$ cat config.mk
export PLATFORM = sky130hd
export DESIGN_NAME = exception_sequencer
export DESIGN_NICKNAME = d
export VERILOG_FILES = /design/src/rtl/exception_sequencer.sv
export SDC_FILE = /design/constraint.sdc
export NUM_CORES = 1
export LEC_CHECK = 0
export BUFFER_PORTS_ARGS = -buffer_cell sky130_fd_sc_hd__buf_2
export CORE_UTILIZATION = 46
export DETAILED_ROUTE_END_ITERATION = 8
export PLACE_DENSITY = 0.81
export SLEW_MARGIN = 20
export SYNTH_ARGS = -nofsm -noshare
export SYNTH_HDL_FRONTEND = slang
export SYNTH_SLANG_ARGS = --single-unit
$ cat constraint.sdc
create_clock -name clk -period 2.2 [get_ports clk]
set_clock_uncertainty 0.05 [all_clocks]
set_input_delay 0.11 -clock clk [delete_from_list [all_inputs] [get_ports clk]]
set_output_delay 0.11 -clock clk [all_outputs]
set_load 0.03 [all_outputs]
$ cat src/rtl/exception_sequencer.sv
// rtl/exception_sequencer.sv - exception entry/return sequencer owning EPC and the handler PC source (optional macro: EXC_DIV0_EN)
module exception_sequencer #(
    parameter logic [7:0] VEC_OPC = 8'd253,
    parameter logic [7:0] VEC_OVF = 8'd254,
    parameter logic [7:0] VEC_DIV = 8'd255,
    parameter int         MEM_LAT = 1
) (
    input  logic        clk,
    input  logic        reset_n,
    input  logic [31:0] pc_in,
    input  logic        exc_opc,
    input  logic        exc_ovf,
    input  logic        exc_div,
    input  logic        eret,
    input  logic [7:0]  mem_byte,
    output logic        mem_rd,
    output logic [31:0] mem_addr,
    output logic [31:0] epc_q,
    output logic [1:0]  cause_q,
    output logic [31:0] handler_addr,
    output logic [1:0]  pc_source,
    output logic        exc_pc_write,
    output logic        busy
);

    typedef enum logic [2:0] {
        S_IDLE = 3'd0,
        S_READ = 3'd1,
        S_WAIT = 3'd2,
        S_LOAD = 3'd3,
        S_RET  = 3'd4
    } state_t;

    // WAIT ends on the cycle the memory byte is valid
    localparam logic [2:0] LAST_CNT = 3'(MEM_LAT - 1);

    state_t      state_q, state_d;
    logic [2:0]  cnt_q, cnt_d;
    logic [7:0]  vec_q;
    logic [7:0]  byte_q;
    logic        div_req;
    logic        exc_any;
    logic        wait_done;

`ifdef EXC_DIV0_EN
    assign div_req = exc_div;
`else
    // Divide-by-zero source is compiled out; the port is kept for a uniform top level
    logic unused_div;
    assign unused_div = exc_div;
    assign div_req    = 1'b0;
`endif

    assign exc_any   = exc_opc | exc_ovf | div_req;
    assign wait_done = (cnt_q == LAST_CNT);

    // State and latency counter registers
    always_ff @(posedge clk or negedge reset_n) begin
        if (!reset_n) begin
            state_q <= S_IDLE;
            cnt_q   <= 3'd0;
        end else begin
            state_q <= state_d;
            cnt_q   <= cnt_d;
        end
    end

    // Next-state logic; requests are only looked at in IDLE, exceptions beat eret
    always_comb begin
        state_d = state_q;
        cnt_d   = cnt_q;
        case (state_q)
            S_IDLE: begin
                if (exc_any) begin
                    state_d = S_READ;
                end else if (eret) begin
                    state_d = S_RET;
                end
            end
            S_READ: begin
                state_d = S_WAIT;
                cnt_d   = 3'd0;
            end
            S_WAIT: begin
                if (wait_done) begin
                    state_d = S_LOAD;
                end else begin
                    cnt_d = cnt_q + 3'd1;
                end
            end
            S_LOAD:  state_d = S_IDLE;
            S_RET:   state_d = S_IDLE;
            default: state_d = S_IDLE;
        endcase
    end

    // EPC, cause and vector capture on exception entry; handler byte at end of WAIT
    always_ff @(posedge clk or negedge reset_n) begin
        if (!reset_n) begin
            epc_q   <= 32'd0;
            cause_q <= 2'b00;
            vec_q   <= 8'd0;
            byte_q  <= 8'd0;
        end else begin
            if (state_q == S_IDLE && exc_any) begin
                epc_q <= pc_in - 32'd4;
                if (exc_opc) begin
                    cause_q <= 2'b01;
                    vec_q   <= VEC_OPC;
                end else if (exc_ovf) begin
                    cause_q <= 2'b10;
                    vec_q   <= VEC_OVF;
                end else begin
                    cause_q <= 2'b11;
                    vec_q   <= VEC_DIV;
                end
            end
            if (state_q == S_WAIT && wait_done) begin
                byte_q <= mem_byte;
            end
        end
    end

    // Control outputs decoded purely from the state register
    always_comb begin
        mem_rd       = 1'b0;
        exc_pc_write = 1'b0;
        pc_source    = 2'b00;
        busy         = (state_q != S_IDLE);
        case (state_q)
            S_READ, S_WAIT: mem_rd = 1'b1;
            S_LOAD: begin
                exc_pc_write = 1'b1;
                pc_source    = 2'b11;
            end
            S_RET: begin
                exc_pc_write = 1'b1;
                pc_source    = 2'b01;
            end
            default: ;
        endcase
    end

    assign mem_addr     = {24'b0, vec_q};
    assign handler_addr = {24'b0, byte_q};

endmodule

# [Word-level counts from Yosys, hierarchy flattened]
# Index checks and enable logic that the tools add are counted.
[totals] input_bits=46 elab_cells=39 reg_bits=56
[classes] n_eq_ne=7 mux=13 bitwise_logic=1 n_reduce_logical=10 n_addsub=2
[ops] cell="32-bit by 3-bit subtractor with 32-bit output (second input constant)" count=1
[ops] cell="3-bit two-way mux" count=4
[ops] cell="3-bit case mux with 3 select lines" count=1
[ops] cell="3-bit by 2-bit equality test with 1-bit output (second input constant)" count=2
[ops] cell="3-bit logical NOT" count=2
[ops] cell="3-bit case mux with 2 select lines" count=1
[ops] cell="1-bit two-way mux" count=4
[ops] cell="2-bit two-way mux" count=2
[ops] cell="2-bit != test (second input constant)" count=2
[ops] cell="2-bit case mux with 2 select lines" count=1
[ops] cell="2-bit AND reduction" count=2
[ops] cell="2-bit OR reduction" count=2
[ops] cell="3-bit by 1-bit adder with 3-bit output (second input constant)" count=1
[ops] cell="3-bit by 1-bit equality test with 1-bit output (second input constant)" count=1
[ops] cell="3-bit equality test (second input constant)" count=1
[ops] cell="3-bit != test (second input constant)" count=1
[ops] cell="3-bit nonzero test" count=1
[ops] cell="1-bit logical AND" count=2
[ops] cell="2-bit nonzero test" count=1
[ops] cell="1-bit bitwise OR" count=1

# [Depth between registers and ports, before layout]
# Gate-level depths: netlist of the first run.
[depth] depth_word=3 ltp_mapped=7

# [Worst setup path after synthesis of the first run]
# OpenSTA, ideal clock, no wires.
[synth_timing] path_type="reg-to-reg" from="register state_q[0]" to="register epc_q[25]" stages_incl_launch_ff=8 path_slack_ps=17 arrival_ps=2051 path_cell_list="dfrtp_1 > clkbuf_1 > nor3_1 > inv_1 > nor2_1 > clkbuf_1 > nor2_1 > a31oi_1"
[synth_via] elab_chain_cells=2
[synth_lines] item="from (decl)" line_no="37" source="state_t state_q, state_d;"
[synth_lines] item="from (signal assigned)" line_no="63" source="state_q <= state_d;"
[synth_lines] item="3-bit logical NOT" line_no="105" source="if (state_q == S_IDLE && exc_any) begin"
[synth_lines] item="1-bit logical AND" line_no="105"
[synth_lines] item="to (signal assigned)" line_no="106" source="epc_q <= pc_in - 32'd4;"
[synth_lines] item="to (decl)" line_no="18" source="output logic [31:0] epc_q,"
# No other way between the ends.
# A chain may end at the register's enable or synchronous reset.

# [Final worst setup path of the first run]
[layout_timing] from="input pc_in[13]" to="register epc_q[29]"
[layout_via] elab_chain_cells=1
[layout_lines] item="from (decl)" line_no="10" source="input logic [31:0] pc_in,"
[layout_lines] item="32-bit by 3-bit subtractor with 32-bit output" line_no="106"
# No other way between the ends.

==> results of run 1 <==
-- power groups by stage --
| stage | clock network (W) | logic (W) | registers [W] |
|---|---|---|---|
| final | 0.000527 | 0.00256 | 0.00155 |
| after global routing | 0.000586 | 0.00277 | 0.00161 |
| after CTS | 0.000551 | 0.00258 | 0.00155 |
| after detailed placement | 0 | 0.00256 | 0.00157 |
| after global placement | 0 | 0.00251 | 0.00155 |
| after floorplan | 0 | 0.00113 | 0.00228 |
-- repair_timing --
action	4_1_cts	5_1_grt
endpoints found under the hold margin	61	0
setup endpoints to repair	0	0
hold buffers	13	0
-- routing by layer --
metal | vias up | global-route usage
met5 | - | 0
met3 | 10 | 0.0593
met2 | 112 | 0.374
met4 | 0 | 0.0719
li1 | 1302 | -
met1 | 1245 | 0.237
-- worst max-delay path: stages --
cell and delay [ns]:
buf_2 0.10, or4_1 0.63, or4b_1 0.64, or4_1 0.54, a31oi_1 0.17
-- synthesized netlist by cell type, types with 2 or more instances --
cell	number	area share
a21o_1	2	0.0050
a21oi_1	5	0.0084
a31oi_1	17	0.036
a32oi_1	2	0.0059
and4_1	2	0.0059
buf_4	56	0.14
clkbuf_1	11	0.014
dfrtp_1	49	0.41
ha_1	3	0.013
inv_1	8	0.010
mux2_2	8	0.030
nand2_1	26	0.033
nand2b_1	5	0.011
nand4_1	3	0.0063
nand4b_1	2	0.0059
nor2_1	28	0.035
nor3_1	8	0.013
nor4_1	3	0.0063
nor4b_1	2	0.0059
o21ai_0	18	0.030
o31ai_1	11	0.028
o41ai_1	2	0.0059
or2_2	3	0.0063
or3_1	6	0.013
or4_1	20	0.050
xnor2_1	7	0.021
xor2_1	5	0.015
-- through the flow --
stage	power, W	instances	cell area, um2	hold WS, ns
after floorplan	0.00342	372	3150	-0.236
after global placement	0.00406	501	3470	-0.0966
after detailed placement	0.00412	501	3470	-0.0939
after CTS	0.00468	522	3680	0.00188
after global routing	0.00496	522	3680	0.0281
final	0.00464	522	3680	0.00762
-- layout by cell type (no fill, tap or decap), types with 2 or more instances in the layout --
cell type / count
a21o_1: 2
a21oi_1: 5
a31oi_1: 17
a32oi_1: 2
and4_1: 2
buf_2: 99
buf_4: 23
clkbuf_1: 2
clkbuf_8: 5
conb_1: 48
dfrtp_1: 49
dlygate4sd3_1: 13
ha_1: 3
inv_1: 8
mux2_2: 8
nand2_1: 26
nand2b_1: 5
nand4_1: 3
nand4b_1: 2
nor2_1: 27
nor3_1: 8
nor4_1: 3
nor4b_1: 2
o21ai_0: 17
o31ai_1: 11
o41ai_1: 2
or2_2: 3
or3_1: 6
or4_1: 20
xnor2_1: 7
xor2_1: 5
-- cells by family (layout without fill, tap and decap cells) --
| kind of cell | Yosys count | count (layout) | share of synthesized area |
|---|---|---|---|
| compound gates | 61 | 61 | 0.131 |
| buf+inv | 77 | 152 | 0.169 |
| mux | 8 | 8 | 0.0303 |
| xor+xnor | 12 | 12 | 0.0353 |
| flops | 49 | 49 | 0.412 |
| other cells | 1 | 48 | 0.00126 |
| fa+ha+maj | 3 | 3 | 0.0126 |
| simple gates | 114 | 114 | 0.209 |
-- final timing paths --
check,to,slack [ns],startpoint
setup / recovery,epc_q[29],0.19,pc_in[13]
hold / removal,epc_q[2],0.008,pc_in[2]
setup reg to reg,byte_q[3],0.48,cnt_q[0]
hold reg to reg,epc_q[5],0.43,epc_q[5]
max in group asynchronous,epc_q[6],1.41,reset_n
min in group asynchronous,epc_q[23],0.12,reset_n
-- cell type report --
| cell class | instances | share of cell area |
|---|---|---|
| clock buffer | 7 | 0.0207 |
| clock inverter | 1 | 0.00204 |
| inverter | 8 | 0.00816 |
| multi-input combinational | 246 | 0.388 |
| sequential | 49 | 0.333 |
| tap | 75 | 0.0255 |
| timing repair buffer | 136 | 0.222 |
-- flip-flops by register name, summed over array words and instances, names as in the netlist --
| signal | flops |
|---|---|
| cnt_q | 3 |
| cause_q | 1 |
| vec_q | 2 |
| epc_q | 32 |
| byte_q | 8 |
| state_q | 3 |
==> reports/qor.txt, run 1 <==
status: finished clean
Synth Register Bits: 49
vias in the first global route: 2404
pre-CTS setup slack: -0.139 ns
Mapped Avg Cell Area: 9.15 um2
Num CTS Buffers: 5
R2R depth: 6
# diodes: 0
multi-input logic area: 1430 um2
Post-synth top flop: dfrtp_1
Final Max Tran Viols: 0
RD Place Congestion: 0.823
RSZ-0062 raised after global routing: no
Fin. Hold Viols: 0
WP data arrival: 2.19 ns
Die H: 82.4 um
Total GRT Usage: 0.209
vias: 2669
utilization after layout: 0.607
setup total negative slack: 0 ns
fin crit share: 0.914
Reg area: 1230 um2
Final min period: 2.01 ns
post-CTS sizing: 0
Startpoint Class: primary input
power per cell area: 1260 nW/um2
highest metal used: met4
DRC Markers: 0
EDFF count, synth: 0
sequential cell area fraction in the yosys report: 0.412
postcts setup bufs: 0
met2 WL: 3.67 mm
CTS max path bufs: 2
max_cap viols: 0
DIE AREA: 6790 um2
met1 WL: 2.72 mm
Num Clock Sinks: 49
H-tree level count: 2
Logic pwr share: 0.553
Worst EP required: 2.38 ns
layout cells sized above 1: 0.322
clock root cell: clkbuf_8
nets: 495
Post-DRT Antenna Nets: 0
ys async rst share: 1.00
# IOs: 149
sequential share of power: 0.334
sw frac: 0.497
first-pass GRT wire length: 10.7 mm
met3 wire len: 530 um
Worst VDD drop: 0.000990 V
area grow syn2layout: 23.8%
yosys warns: 0
initial antenna violation count: 0
Post-Synthesis Cells: 325
largest net degree at the start of global routing: 33
DR iter-0 viols: 124
leakage power: 1.71 nW
Critical Setup Path Class: in -> reg
P_int: 0.00233 W
Worst Hold Class: in -> reg
Final setup viols: 0
CP Max Fanout: 6
GRT overflow: 0
Avg WL per Cell: 13.4 um
fmax: 498 MHz
TritonCTS clock tree: yes
final setup margin: 0.190 ns
Psw: 0.00231 W
drt total wl: 7.01 mm
IO Port Bufs: 99
Worst Tran Pin Value: 0.552 ns
routed vias/inst: 5.11
dpl hpwl: 5.23 mm
Die X: 82.4 um
clock network fraction of design power: 0.114
Yosys cell types: 40
Starting Density: 0.491
row count: 28
core area: 6060 um2
Pre-Repair DR Iteration Count: 4
Cell Area, Synth: 2970 um2
Worst-path clk slew: 0.09 ns
layout filler cell count: 524
clk_lat worst skew: 0.30 ns
worst rel slew slack: 0.629
worst hold stages: 2
Critical Path End Type: flop
Note: power is estimated with default switching activity, not from simulation.
==> run 2, diff against run 1 <==
- clock period: 2.2 -> 2.15 ns (I/O delays scaled with it)
==> reports/qor.txt, run 2 (synthesis gave the netlist of run 1 again) <==
status: finished clean
layout cells sized above 1: 0.334 (+0.0119)
Worst Tran Pin Value: 0.528 ns (-0.0246 ns)
biggest regs: epc_q (32), byte_q (8)
Critical Setup Path Class: in -> reg
Post-DRT Antenna Nets: 0 (unchanged)
GRT overflow: 0 (unchanged)
leakage power: 1.77 nW (+3.1%)
clock root cell: clkbuf_8
# IOs: 149 (unchanged)
DRC Markers: 0 (unchanged)
Num CTS Buffers: 5 (unchanged)
largest net degree at the start of global routing: 35 (+6.1%)
Avg WL per Cell: 13.4 um (+0.17%)
area grow syn2layout: 27.1%
WP data arrival: 2.20 ns (about the same)
first-pass GRT wire length: 11.2 mm (+4.7%)
nets: 500 (+1.0%)
CTS max path bufs: 2 (unchanged)
Pre-Repair DR Iteration Count: 5 (+1)
row count: 28 (unchanged)
Worst Hold Class: in -> reg
final std cells w/o fill: 527 (+0.96%)
Num Clock Sinks: 49 (unchanged)
DR iter-0 viols: 83 (-33%)
Final Max Tran Viols: 0 (unchanged)
utilization after layout: 0.624 (+0.0163)
minimum hold slack: 0.0290 ns (+0.0213 ns)
RSZ-0062 raised after global routing: no
clk_lat worst skew: 0.30 ns (about the same)
dpl hpwl: 5.46 mm (+4.5%)
# diodes: 0 (unchanged)
worst rel slew slack: 0.645 (+0.0166)
max_cap viols: 0 (unchanged)
Die H: 82.4 um (unchanged)
initial antenna violation count: 0 (unchanged)
pre-CTS setup slack: -0.179 ns (-0.0405 ns)
fmax: 494 MHz
RD Place Congestion: 0.819 (-0.52%)
Final min period: 2.02 ns
CP Max Fanout: 6 (unchanged)
drt total wl: 7.09 mm (+1.1%)
DIE AREA: 6790 um2 (unchanged)
fin crit share: 0.941
max reg flops: 32 (unchanged)
Startpoint Class: primary input
Total GRT Usage: 0.217 (+0.00766)
vias: 2669 (unchanged)
power per cell area: 1330 nW/um2 (+5.3%)
Worst EP required: 2.33 ns (-0.05 ns)
commonest non-fill, non-tap cell in the layout: buf_2
routed vias/inst: 5.06 (-0.95%)
Die X: 82.4 um (unchanged)
Cells after DPL: 505 (+0.80%)
vias in the first global route: 2476 (+3.0%)
Critical Path End Type: flop
H-tree level count: 2 (unchanged)
core area: 6060 um2 (unchanged)
most frequent cells in the layout: buf_2, dfrtp_1, conb_1
Fin. Hold Viols: 0 (unchanged)
Worst-path clk slew: 0.10 ns (about the same)
Reg with most FFs: epc_q
TritonCTS clock tree: yes
Starting Density: 0.491 (unchanged)
IO Port Bufs: 99 (unchanged)
Final setup viols: 0 (unchanged)
Worst VDD drop: 0.000806 V (-19%)
final setup margin: 0.128 ns (-0.0625 ns)
[run 2: metrics by stage]
stage	area, um2	total power [W]	TNS, ns
after floorplan	3160	0.00350	-0.0770
after global placement	3500	0.00415	-0.859
after detailed placement	3500	0.00423	-1.30
after CTS	3780	0.00505	0
after global routing	3780	0.00535	0
final	3780	0.00502	0
[run 2: routing by layer]
metal	up-vias	global-route usage	routed length (um)
li1	1313	-	-
met1	1257	0.247	2870
met2	87	0.389	3670
met3	12	0.0582	433
met4	0	0.0719	110
met5	-	0	0
[run 2: report_power, final]
group          internal, W  total (W)  switching (W)  leakage [nW]
clock network     0.000469   0.000796       0.000327        0.0687
logic             0.000813    0.00263        0.00181          1.12
registers          0.00134    0.00159       0.000258         0.577
total              0.00262    0.00502        0.00240          1.77
[run 2: layout make-up]
class | count | area [um2]
Clock inverter | 3 | 68.8
Timing Repair Buffer | 141 | 858
Inverter | 8 | 30.0
Tap cell | 75 | 93.8
Fill cell | 535 | 2280
Multi-Input combinational cell | 246 | 1430
Clock buffer | 5 | 68.8
Sequential cell | 49 | 1230
[run 2: critical path, cell delays in order]
cell,delay (ns)
buf_2,0.10
or4_1,0.64
or4b_1,0.64
or4_1,0.52
a31oi_1,0.19
[run 2: final timing paths]
kind / startpoint / end / slack [ns] / depth (start not counted)
hold / removal: pc_in[31] / epc_q[31] / 0.03 / 3
min in group asynchronous: reset_n / epc_q[2] / 0.26 / 2
hold reg to reg: epc_q[0] / epc_q[0] / 0.43 / 2
setup / recovery: pc_in[13] / epc_q[30] / 0.13 / 5
setup reg to reg: state_q[0] / epc_q[28] / 0.32 / 6
max in group asynchronous: reset_n / epc_q[22] / 1.18 / 3
[run 2: what timing repair did]
| item | in CTS | in global routing |
|---|---|---|
| hold buffers | 14 | 0 |
| hold endpoints to repair | 35 | 0 |
| buffers inserted | 0 | 0 |
| resized for setup | 0 | 0 |
==> run 3, diff against run 2 <==
- CTS_BUF_LIST: default -> sky130_fd_sc_hd__clkbuf_4 sky130_fd_sc_hd__clkbuf_8 sky130_fd_sc_hd__clkbuf_16
- MAX_ROUTING_LAYER: default -> met4
- REMOVE_ABC_BUFFERS: default -> 1
==> reports/qor.txt, run 3 (synthesis gave the netlist of run 1 again) <==
status: finished clean
WP data arrival: 2.19 ns (about the same)
fmax: 497 MHz (+0.55%)
Die X: 82.4 um (unchanged)
power per cell area: 1330 nW/um2 (+0.46%)
Critical Path End Type: flop
commonest non-fill, non-tap cell in the layout: buf_2
Num Clock Sinks: 49 (unchanged)
post-route cell area: 3720 um2 (-1.6%)
Final setup viols: 0 (unchanged)
Total GRT Usage: 0.220 (+0.00328)
P_int: 0.00260 W (-0.82%)
DR iter-0 viols: 85 (+2.4%)
CP Max Fanout: 7 (+1)
largest net degree at the start of global routing: 35 (unchanged)
Final Max Tran Viols: 0 (unchanged)
RSZ-0062 raised after global routing: no
RD Place Congestion: 0.845 (+3.3%)
clock root cell: clkbuf_8
Die H: 82.4 um (unchanged)
utilization after layout: 0.614 (-0.0101)
Worst path slowest cell: or4b_1
Psw: 0.00236 W (-1.5%)
# diodes: 0 (unchanged)
Max stage delay on crit path: 0.64 ns (about the same)
Cell Chain, Critical Path: buf_2 > or4_1 > or4b_1 > or4_1 > a31oi_1
Post-DP Area: 3450 um2 (-1.4%)
area grow syn2layout: 25.0%
row count: 28 (unchanged)
# IOs: 149 (unchanged)
first-pass GRT wire length: 11.0 mm (-1.7%)
Worst Hold Class: in -> reg
Post-DRT Antenna Nets: 0 (unchanged)
vias: 2688 (+0.71%)
leakage power: 1.74 nW (-1.5%)
TritonCTS clock tree: yes
Pre-Repair DR Iteration Count: 4 (-1)
dpl hpwl: 5.37 mm (-1.8%)
setup total negative slack: 0 ns (unchanged)
GRT overflow: 0 (unchanged)
Worst-path clk slew: 0.09 ns (about the same)
pre-CTS setup slack: -0.182 ns (-0.00308 ns)
Worst VDD drop: 0.000815 V (+1.1%)
DIE AREA: 6790 um2 (unchanged)
CTS max path bufs: 2 (unchanged)
initial antenna violation count: 0 (unchanged)
IO Port Bufs: 99 (unchanged)
drt total wl: 7.01 mm (-1.1%)
Critical Setup Path Class: in -> reg
H-tree level count: 2 (unchanged)
clock network fraction of design power: 0.155 (-0.004)
Startpoint Class: primary input
nets: 495 (-1.0%)
fin crit share: 0.935 (-0.00514)
Starting Density: 0.491 (unchanged)
most frequent cells in the layout: buf_2, dfrtp_1, conb_1
Final min period: 2.01 ns (-0.0111 ns)
worst hold stages: 2 (-1)
max reg flops: 32 (unchanged)
final setup margin: 0.139 ns (+0.0111 ns)
core area: 6060 um2 (unchanged)
Worst EP required: 2.33 ns (about the same)
routed vias/inst: 5.15 (+1.7%)
vias in the first global route: 2394 (-3.3%)
Logic pwr share: 0.525 (+0.002)
Avg WL per Cell: 13.4 um (-0.14%)
clk_lat worst skew: 0.30 ns (about the same)
biggest regs: epc_q (32), byte_q (8)
post-CTS sizing: 0 (unchanged)
layout cells sized above 1: 0.327 (-0.00745)
Fin. Hold Viols: 0 (unchanged)
max_cap viols: 0 (unchanged)
Critical Path Most Common Cell: or4_1
Reg with most FFs: epc_q
Num CTS Buffers: 5 (unchanged)
R2R depth: 6 (unchanged)
sequential share of power: 0.320 (+0.002)
sw frac: 0.476 (-0.00185)
DRC Markers: 0 (unchanged)
[run 3: worst max-delay path: cells and delay by family]
kind | cells | cell delay (ns)
buffers and inverters | 1 | 0.10
AO/OA/AOI/OAI | 1 | 0.19
AND/OR/NAND/NOR | 3 | 1.79
[run 3: layer usage]
| metal | GRT usage | routed length, um |
|---|---|---|
| met4 | 0.0561 | 51 |
| met2 | 0.374 | 3470 |
| met5 | - | 0 |
| met1 | 0.264 | 3040 |
| met3 | 0.0484 | 442 |
[run 3: power by group through the flow]
stage	clock network, W	registers (W)	logic [W]
CTS	0.000785	0.00158	0.00261
finish	0.000770	0.00159	0.00260
global placement	0	0.00158	0.00254
detailed placement	0	0.00160	0.00259
floorplan	0	0.00240	0.000960
global route	0.000828	0.00164	0.00283
[run 3: metrics by stage]
step,cells,hold WS [ns],power (W)
5_1_grt,522,0.0389,0.00530
3_3_place_gp,501,0.0129,0.00413
2_1_floorplan,303,-0.238,0.00336
3_5_place_dp,501,0.0117,0.00419
6_report,522,0.0216,0.00496
4_1_cts,522,0.0105,0.00498
[run 3: cell type report]
type	count	area, um2
repair buffers	136	806
clock inverters	3	65.1
inverters	8	30.0
fillers	533	2340
clock buffers	5	68.8
flip-flops and latches	49	1230
multi-input cells	246	1430
well taps	75	93.8
[run 3: timing repair]
| action | CTS | global route |
|---|---|---|
| hold buffers | 13 | 0 |
| hold endpoints to repair | 29 | 0 |
| buffers inserted | 0 | 0 |
[run 3: worst paths after layout]
kind | start | end | slack, ns
setup / recovery | pc_in[13] | epc_q[29] | 0.14
hold / removal | pc_in[2] | epc_q[2] | 0.02
setup reg to reg | cnt_q[0] | byte_q[5] | 0.44
hold reg to reg | epc_q[1] | epc_q[1] | 0.43
max in group asynchronous | reset_n | byte_q[3] | 1.09
min in group asynchronous | reset_n | epc_q[22] | 0.22
